`src/rtl/twiddle_mult_pipe_pkg.sv`:
```
// Shared defaults, rounding-mode encoding and {re, im} pack/unpack helpers
// for the pipelined twiddle-factor multiplier.
`ifndef TWIDDLE_MULT_PIPE_PKG_SV
`define TWIDDLE_MULT_PIPE_PKG_SV

// Complex words are packed as {re, im}, real part in the upper half.
`define TMP_PACK(re, im) {re, im}
`define TMP_RE(v, w) v[2*(w)-1 -: (w)]
`define TMP_IM(v, w) v[(w)-1 -: (w)]

package twiddle_mult_pipe_pkg;

    localparam int unsigned W_DEF     = 12;
    localparam int unsigned FRAC_DEF  = 10;
    localparam int unsigned TW_DEF    = 12;
    localparam int unsigned TFRAC_DEF = 10;

    typedef enum int unsigned {
        RND_TRUNC   = 0,
        RND_HALF_UP = 1
    } round_mode_e;

endpackage

`endif

```
`src/rtl/twiddle_mult_pipe_sat_round.sv`:
```
// Optional round-half-up, arithmetic right shift and saturation of one
// wide sum down to the output word, with an overflow indication.
module sat_round
    import twiddle_mult_pipe_pkg::*;
#(
    parameter int unsigned IN_W  = 26,
    parameter int unsigned OUT_W = 12,
    parameter int unsigned SHIFT = 10,
    parameter int unsigned ROUND = RND_TRUNC
) (
    input  logic signed [IN_W-1:0]  din_i,
    output logic signed [OUT_W-1:0] dout_o,
    output logic                    ovf_o
);

    // One guard bit so the rounding bias can never wrap the sum.
    localparam logic signed [IN_W:0] BIAS =
        (ROUND == int'(RND_HALF_UP) && SHIFT > 0)
            ? ((IN_W+1)'(1) <<< (SHIFT > 0 ? SHIFT - 1 : 0))
            : (IN_W+1)'(0);
    localparam logic signed [IN_W:0] MAXV = (IN_W+1)'((2 ** (OUT_W - 1)) - 1);
    localparam logic signed [IN_W:0] MINV = ~MAXV;

    logic signed [IN_W:0] biased;
    logic signed [IN_W:0] shifted;

    // Bias, shift and clamp into the signed output range.
    always_comb begin
        biased  = (IN_W+1)'(din_i) + BIAS;
        shifted = biased >>> SHIFT;
        dout_o  = shifted[OUT_W-1:0];
        ovf_o   = 1'b0;
        if (shifted > MAXV) begin
            dout_o = MAXV[OUT_W-1:0];
            ovf_o  = 1'b1;
        end else if (shifted < MINV) begin
            dout_o = MINV[OUT_W-1:0];
            ovf_o  = 1'b1;
        end
    end

endmodule

```
`src/rtl/twiddle_mult_pipe.sv`:
```
// Three-stage pipelined complex multiply C x T (or C x conj(T)) with
// global-stall flow control, rounding, saturation and sticky overflow.
module twiddle_mult_pipe
    import twiddle_mult_pipe_pkg::*;
#(
    parameter int unsigned W     = W_DEF,
    parameter int unsigned FRAC  = FRAC_DEF,
    parameter int unsigned TW    = TW_DEF,
    parameter int unsigned TFRAC = TFRAC_DEF,
    parameter int unsigned ROUND = RND_TRUNC
) (
    input  logic              clk,
    input  logic              rst,
    input  logic              in_valid,
    output logic              in_ready,
    input  logic [2*W-1:0]    C,
    input  logic [2*TW-1:0]   T,
    input  logic              conj,
    output logic              out_valid,
    input  logic              out_ready,
    output logic [2*W-1:0]    out,
    output logic              ovf,
    input  logic              ovf_clr
);

    localparam int unsigned PW        = W + TW + 1;
    localparam int unsigned SW        = W + TW + 2;
    // Product carries FRAC + TFRAC fraction bits; drop back to FRAC.
    localparam int unsigned PROD_FRAC = FRAC + TFRAC;
    localparam int unsigned SHIFT     = PROD_FRAC - FRAC;

    logic en;

    logic signed [W-1:0]  c_r_d, c_i_d;
    logic signed [TW-1:0] t_r_d;
    logic signed [TW:0]   t_i_d;

    logic                 s1_v_q;
    logic signed [W-1:0]  s1_cr_q, s1_ci_q;
    logic signed [TW-1:0] s1_tr_q;
    logic signed [TW:0]   s1_ti_q;

    logic signed [PW-1:0] p_rr_d, p_ii_d, p_ri_d, p_ir_d;
    logic                 s2_v_q;
    logic signed [PW-1:0] p_rr_q, p_ii_q, p_ri_q, p_ir_q;

    logic signed [SW-1:0] re_sum, im_sum;
    logic signed [W-1:0]  o_r_d, o_i_d;
    logic                 ovf_r_d, ovf_i_d;

    logic                 out_valid_q;
    logic [2*W-1:0]       out_q;
    logic                 ovf_q;

    assign en        = ~(out_valid_q & ~out_ready);
    assign in_ready  = en;
    assign out_valid = out_valid_q;
    assign out       = out_q;
    assign ovf       = ovf_q;

    // Unpack inputs; conjugation negates T_i with one extra bit so -2^(TW-1) is exact.
    always_comb begin
        c_r_d = $signed(`TMP_RE(C, W));
        c_i_d = $signed(`TMP_IM(C, W));
        t_r_d = $signed(`TMP_RE(T, TW));
        t_i_d = (TW+1)'($signed(`TMP_IM(T, TW)));
        if (conj) begin
            t_i_d = -t_i_d;
        end
    end

    // Stage 1: capture the accepted beat.
    always_ff @(posedge clk or posedge rst) begin
        if (rst) begin
            s1_v_q  <= 1'b0;
            s1_cr_q <= '0;
            s1_ci_q <= '0;
            s1_tr_q <= '0;
            s1_ti_q <= '0;
        end else if (en) begin
            s1_v_q <= in_valid;
            if (in_valid) begin
                s1_cr_q <= c_r_d;
                s1_ci_q <= c_i_d;
                s1_tr_q <= t_r_d;
                s1_ti_q <= t_i_d;
            end
        end
    end

    // Four full-precision partial products.
    always_comb begin
        p_rr_d = PW'(s1_cr_q) * PW'(s1_tr_q);
        p_ii_d = PW'(s1_ci_q) * PW'(s1_ti_q);
        p_ri_d = PW'(s1_cr_q) * PW'(s1_ti_q);
        p_ir_d = PW'(s1_ci_q) * PW'(s1_tr_q);
    end

    // Stage 2: register the products.
    always_ff @(posedge clk or posedge rst) begin
        if (rst) begin
            s2_v_q <= 1'b0;
            p_rr_q <= '0;
            p_ii_q <= '0;
            p_ri_q <= '0;
            p_ir_q <= '0;
        end else if (en) begin
            s2_v_q <= s1_v_q;
            if (s1_v_q) begin
                p_rr_q <= p_rr_d;
                p_ii_q <= p_ii_d;
                p_ri_q <= p_ri_d;
                p_ir_q <= p_ir_d;
            end
        end
    end

    assign re_sum = SW'(p_rr_q) - SW'(p_ii_q);
    assign im_sum = SW'(p_ri_q) + SW'(p_ir_q);

    sat_round #(.IN_W(SW), .OUT_W(W), .SHIFT(SHIFT), .ROUND(ROUND)) u_sat_re (
        .din_i  (re_sum),
        .dout_o (o_r_d),
        .ovf_o  (ovf_r_d)
    );

    sat_round #(.IN_W(SW), .OUT_W(W), .SHIFT(SHIFT), .ROUND(ROUND)) u_sat_im (
        .din_i  (im_sum),
        .dout_o (o_i_d),
        .ovf_o  (ovf_i_d)
    );

    // Stage 3: output register; out only changes when a valid result lands.
    always_ff @(posedge clk or posedge rst) begin
        if (rst) begin
            out_valid_q <= 1'b0;
            out_q       <= '0;
        end else if (en) begin
            out_valid_q <= s2_v_q;
            if (s2_v_q) begin
                out_q <= `TMP_PACK(o_r_d, o_i_d);
            end
        end
    end

    // Sticky overflow; a new saturation takes priority over a clear.
    always_ff @(posedge clk or posedge rst) begin
        if (rst) begin
            ovf_q <= 1'b0;
        end else begin
            ovf_q <= (en & s2_v_q & (ovf_r_d | ovf_i_d)) | (ovf_q & ~ovf_clr);
        end
    end

endmodule

```
`config.mk`:
```
export PLATFORM = sky130hd
export DESIGN_NAME = twiddle_mult_pipe
export DESIGN_NICKNAME = d
export VERILOG_FILES = /design/src/rtl/twiddle_mult_pipe_pkg.sv /design/src/rtl/twiddle_mult_pipe_sat_round.sv /design/src/rtl/twiddle_mult_pipe.sv
export SDC_FILE = /design/constraint.sdc
export NUM_CORES = 2
export LEC_CHECK = 0
export ABC_AREA = 1
export BUFFER_PORTS_ARGS = -buffer_cell sky130_fd_sc_hd__buf_2
export CORE_MARGIN = 5
export CORE_UTILIZATION = 35
export DETAILED_ROUTE_END_ITERATION = 10
export GPL_TIMING_DRIVEN = 0
export SKIP_LAST_GASP = 1
export SYNTH_ARGS = -nofsm -noshare
export SYNTH_HDL_FRONTEND = slang
export SYNTH_HIERARCHICAL = 1
export SYNTH_SLANG_ARGS = --single-unit
```
`constraint.sdc`:
```
create_clock -name clk -period 11.8 [get_ports clk]
set_input_delay 2.36 -clock clk [delete_from_list [all_inputs] [get_ports clk]]
set_output_delay 2.36 -clock clk [all_outputs]
set_load 0.005 [all_outputs]
```
Word level (Yosys, flattened, before mapping)

Cells that the tools add are included.

Bitwise logic cells: 9
$add $sub $neg: 3
Muxes and demuxes: 9
Reductions and logical operators: 3
$lt $le $gt $ge: 4
Multiply operators: 4

Operators by type and width:

| operator                                              | number |
|---|---|
| multiplier 12 x 13 -> 25 bit                          | 2 |
| multiplier 12 x 12 -> 24 bit                          | 2 |
| two-way mux 12 bit                                    | 4 |
| > comparator 16 x 12 -> 1 bit (second input constant) | 2 |
| < comparator 16 x 12 -> 1 bit (second input constant) | 2 |
| adder 25 x 24 -> 26 bit                               | 1 |
| subtractor 24 x 25 -> 26 bit                          | 1 |
| two-way mux 13 bit                                    | 1 |
| negation 12 -> 13 bit                                 | 1 |
| AND reduction 2 bit                                   | 3 |
| bitwise AND 1 bit                                     | 4 |
| two-way mux 1 bit                                     | 4 |
| inverter 1 bit                                        | 3 |
| OR 1 bit                                              | 2 |

Bits in registers: 175
Output and inout port bits: 27
Logic and storage cells: 45

Depth between registers and ports, before layout

Depth after elaboration: 7
Mapped depth: 26
Mapped depth without buffers: 24

Hierarchy

Netlist, hierarchy kept.

By module, submodules not included:

| module            | cells each | times used | area an instance (µm²) | seq. area each (µm²) |
|---|---|---|---|---|
| twiddle_mult_pipe | 4,606      | 1          | 34,087.7               | 4,379.2 |
| sat_round         | 32         | 2          | 142.6                  | 0.0 |

Worst setup path after synthesis

No wires, ideal clock.

Path kind: register to register
Start: reg s1_cr_q[11]
End: reg p_rr_q[23] (netlist name)
Data required time: 11,683 ps
Stages on the path, launching flop included: 24
Arrival: 4,919 ps
Path buffers: 1
Path slack: 6,764 ps
Cells stage by stage: dfrtp_1 clkbuf_1 nand2_1 fa_1 inv_1 fa_1 inv_1 fa_1 inv_1 fa_1 inv_1 fa_1 inv_1 ha_1 nand2_1 nand2_1 nand3_1 nand2_1 nor2_1 nand2_1 nor2_1 nand2_1 nand3_1 nand2_1

Longest elaborated chain between the ends: 1

Ends and longest elaborated chain:

| item                         | RTL line                | RTL |
|---|---|---|
| start: declaration           | twiddle_mult_pipe.sv:39 | `logic signed [W-1:0] s1_cr_q, s1_ci_q;` |
| start signal: assignment     | twiddle_mult_pipe.sv:83 | `s1_cr_q <= c_r_d;` |
| multiplier 12 x 12 -> 24 bit | twiddle_mult_pipe.sv:93 | `p_rr_d = PW'(s1_cr_q) * PW'(s1_tr_q);` |

Every way passes these cells.
A chain may end at the register's enable or synchronous reset.

Final worst setup path

Start: reg s1_tr_q[5]
End: reg p_ir_q[23] (netlist name)

Longest elaborated chain between the ends: 1

Ends and longest elaborated chain:

| item                         | RTL line                | RTL |
|---|---|---|
| start: declaration           | twiddle_mult_pipe.sv:40 | `logic signed [TW-1:0] s1_tr_q;` |
| start signal: assignment     | twiddle_mult_pipe.sv:85 | `s1_tr_q <= t_r_d;` |
| multiplier 12 x 12 -> 24 bit | twiddle_mult_pipe.sv:96 | `p_ir_d = PW'(s1_ci_q) * PW'(s1_tr_q);` |

Every way passes these cells.

==> impl_metrics.json <==
{
  "dieArea_sq_um": 104000,
  "cts.path.max_buffers": 2,
  "status": "completed",
  "io_pins": 81,
  "whs_path_depth": 2,
  "drtIter0Drc": 2103,
  "multi_input_area_sq_um": 24900,
  "dpl-instance-area_sq_um": 36200,
  "clockRootBuffer": "clkbuf_16",
  "syn_nets": 5538,
  "post_cts_buffers": 0,
  "rr_worst_depth": 21,
  "yosys_warnings": 6,
  "hold_path.class": "reg2reg",
  "grt_max_degree": 113,
  "wl_per_cell_um": 18.4,
  "portBuffers": 79,
  "avgSynthCellArea_sq_um": 7.36,
  "fp-row-count": 114,
  "vias": 29000,
  "cts_resized": 0,
  "whs_endpoint": "out[11]",
  "dr.pass1.iters": 6,
  "drcViolationCount": 0,
  "hpwl_mm": 93.2,
  "h-tree-depth": 4,
  "drive_gt1_frac": 0.0439,
  "rsz0062_at_grt": "no",
  "cts_tree": "done",
  "setup_violations": 0,
  "syn_area_sq_um": 34200,
  "worstSetupStartpointType": "register",
  "synth_cells": 4651,
  "path_max_fanout": 10,
  "ant_nets": 0,
  "fin_area_sq_um": 36900,
  "clkLatencyLatePin_ps": 530,
  "final_nets": 5637,
  "wirelength_mm": 111,
  "period_minus_slack_ps": 6710,
  "fin_crit_sh": 0.569,
  "cts_buffers": 17,
  "grtUsageTotal": 0.218,
  "numClockSinks": 175,
  "min_from": "out[11]",
  "die_h_um": 323,
  "placed_cells": 6007,
  "setup_tns_ps": 0,
  "hold_buffers": 0,
  "dieWidth_um": 323,
  "crit_type": "reg2reg",
  "drv_slew": 0,
  "worstMarginPinSlew_ps": 1340,
  "fillCellCount": 10300,
  "clkSlewWorstSetupHoldPaths_ps": 80,
  "max_slew_margin": 0.109,
  "grt_pass1_vias": 28800,
  "routed_via_density": 4.80,
  "routabilityCongestion": 1.01,
  "layout.area.seq_sq_um": 4380,
  "start_util": 0.353,
  "grt_pass1_wl_mm": 171,
  "fmax_ghz": 0.149,
  "worst_ep_arrival_time_ps": 7160,
  "area_growth_syn_to_layout_pct": 7.78,
  "rr_startpoint": "s1_tr_q[5]",
  "antenna_found_initial": 5,
  "cp.required_ps": 12250,
  "r2r_end": "p_ir_q[23]",
  "stdcell_count": 6040,
  "core_sq_um": 96900,
  "fin_skew_ps": 24.2,
  "cp-end-kind": "register",
  "fin_util": 0.381,
  "hold_viol": 0,
  "ff2ff_setup_slack_ps": 5090,
  "cap_viol_max_count": 0,
  "overflow": 0
}
-- sequential cells by signal, indices dropped and copies added, names as in the netlist --
name	cells
out	24
out_valid	1
ovf	1
p_ii_q	25
p_ir_q	24
p_ri_q	25
p_rr_q	24
s1_ci_q	12
s1_cr_q	12
s1_ti_q	13
s1_tr_q	12
s1_v_q	1
s2_v_q	1
-- stage by stage --
step | setup WS (ps) | hold WS (ps)
after floorplan | 4690 | 442
after global placement | 2160 | 450
after detailed placement | 5270 | 455
after CTS | 5220 | 474
after global routing | 4770 | 485
final | 5090 | 469
-- final cells by class --
class	instances	area share
Tap cell	1276	0.0433
Inverter	1117	0.114
Antenna cell	1	0.0000678
Clock buffer	17	0.0115
Timing Repair Buffer	80	0.0115
Sequential cell	175	0.119
Clock inverter	15	0.00560
Multi-Input combinational cell	3175	0.675
Buffer	184	0.0202
-- how the worst max path moves through the flow --
stage	slack (ps)	start	end
6_report	5090	s1_tr_q[5]	p_ir_q[23]
5_1_grt	4770	s1_tr_q[5]	p_ir_q[23]
4_1_cts	5220	s1_tr_q[5]	p_ir_q[23]
3_5_place_dp	5270	s1_tr_q[5]	p_ir_q[23]
3_3_place_gp	2160	rst	s1_tr_q[10]
2_1_floorplan	4690	rst	out[0]
-- worst max-delay path, stage by stage (launching register included) --
cell	delay [ps]
dfrtp_1	320
clkbuf_1	810
clkbuf_1	760
nand2_1	160
fa_1	570
inv_1	130
fa_1	570
inv_1	110
fa_1	580
fa_1	430
fa_1	480
inv_1	40
ha_1	260
clkbuf_1	360
nand4_1	220
nor2_1	200
nand3_1	110
nand3_1	120
inv_1	50
nand2_1	60
nand3_1	180
nand2_1	110
-- layer usage --
layer  GRT usage  routed length (um)  share of wire
met3      0.0604               10400          0.094
met1       0.298               48400           0.44
met5           0                  20        0.00018
met4      0.0689                3710          0.033
met2       0.337               48400           0.44
-- layout by cell type, fill, tap and decap left out, types with 4 or more instances in the layout --
master     instances
clkbuf_1         155
nand2_2           17
o21ai_2            5
ha_1             259
o21ai_1           16
xor2_1            34
o21bai_1          18
dfrtp_1          175
a21oi_2            6
or2_1              5
nor3_1            19
nor2_2             7
nand2_1         1489
nand4_1           39
a21o_1             8
clkbuf_16         17
inv_6              4
nand3_2            4
fa_1             574
clkinv_8           7
inv_1           1104
nand3_1          184
a21oi_1          114
xnor2_1           20
o21ai_0          100
nor2_1           202
or2_2              7
nand3b_1          21
buf_2            103
inv_2             12
Power is not shown: default switching activity piles up to over one toggle a cycle in this logic, so the estimate is an artifact.
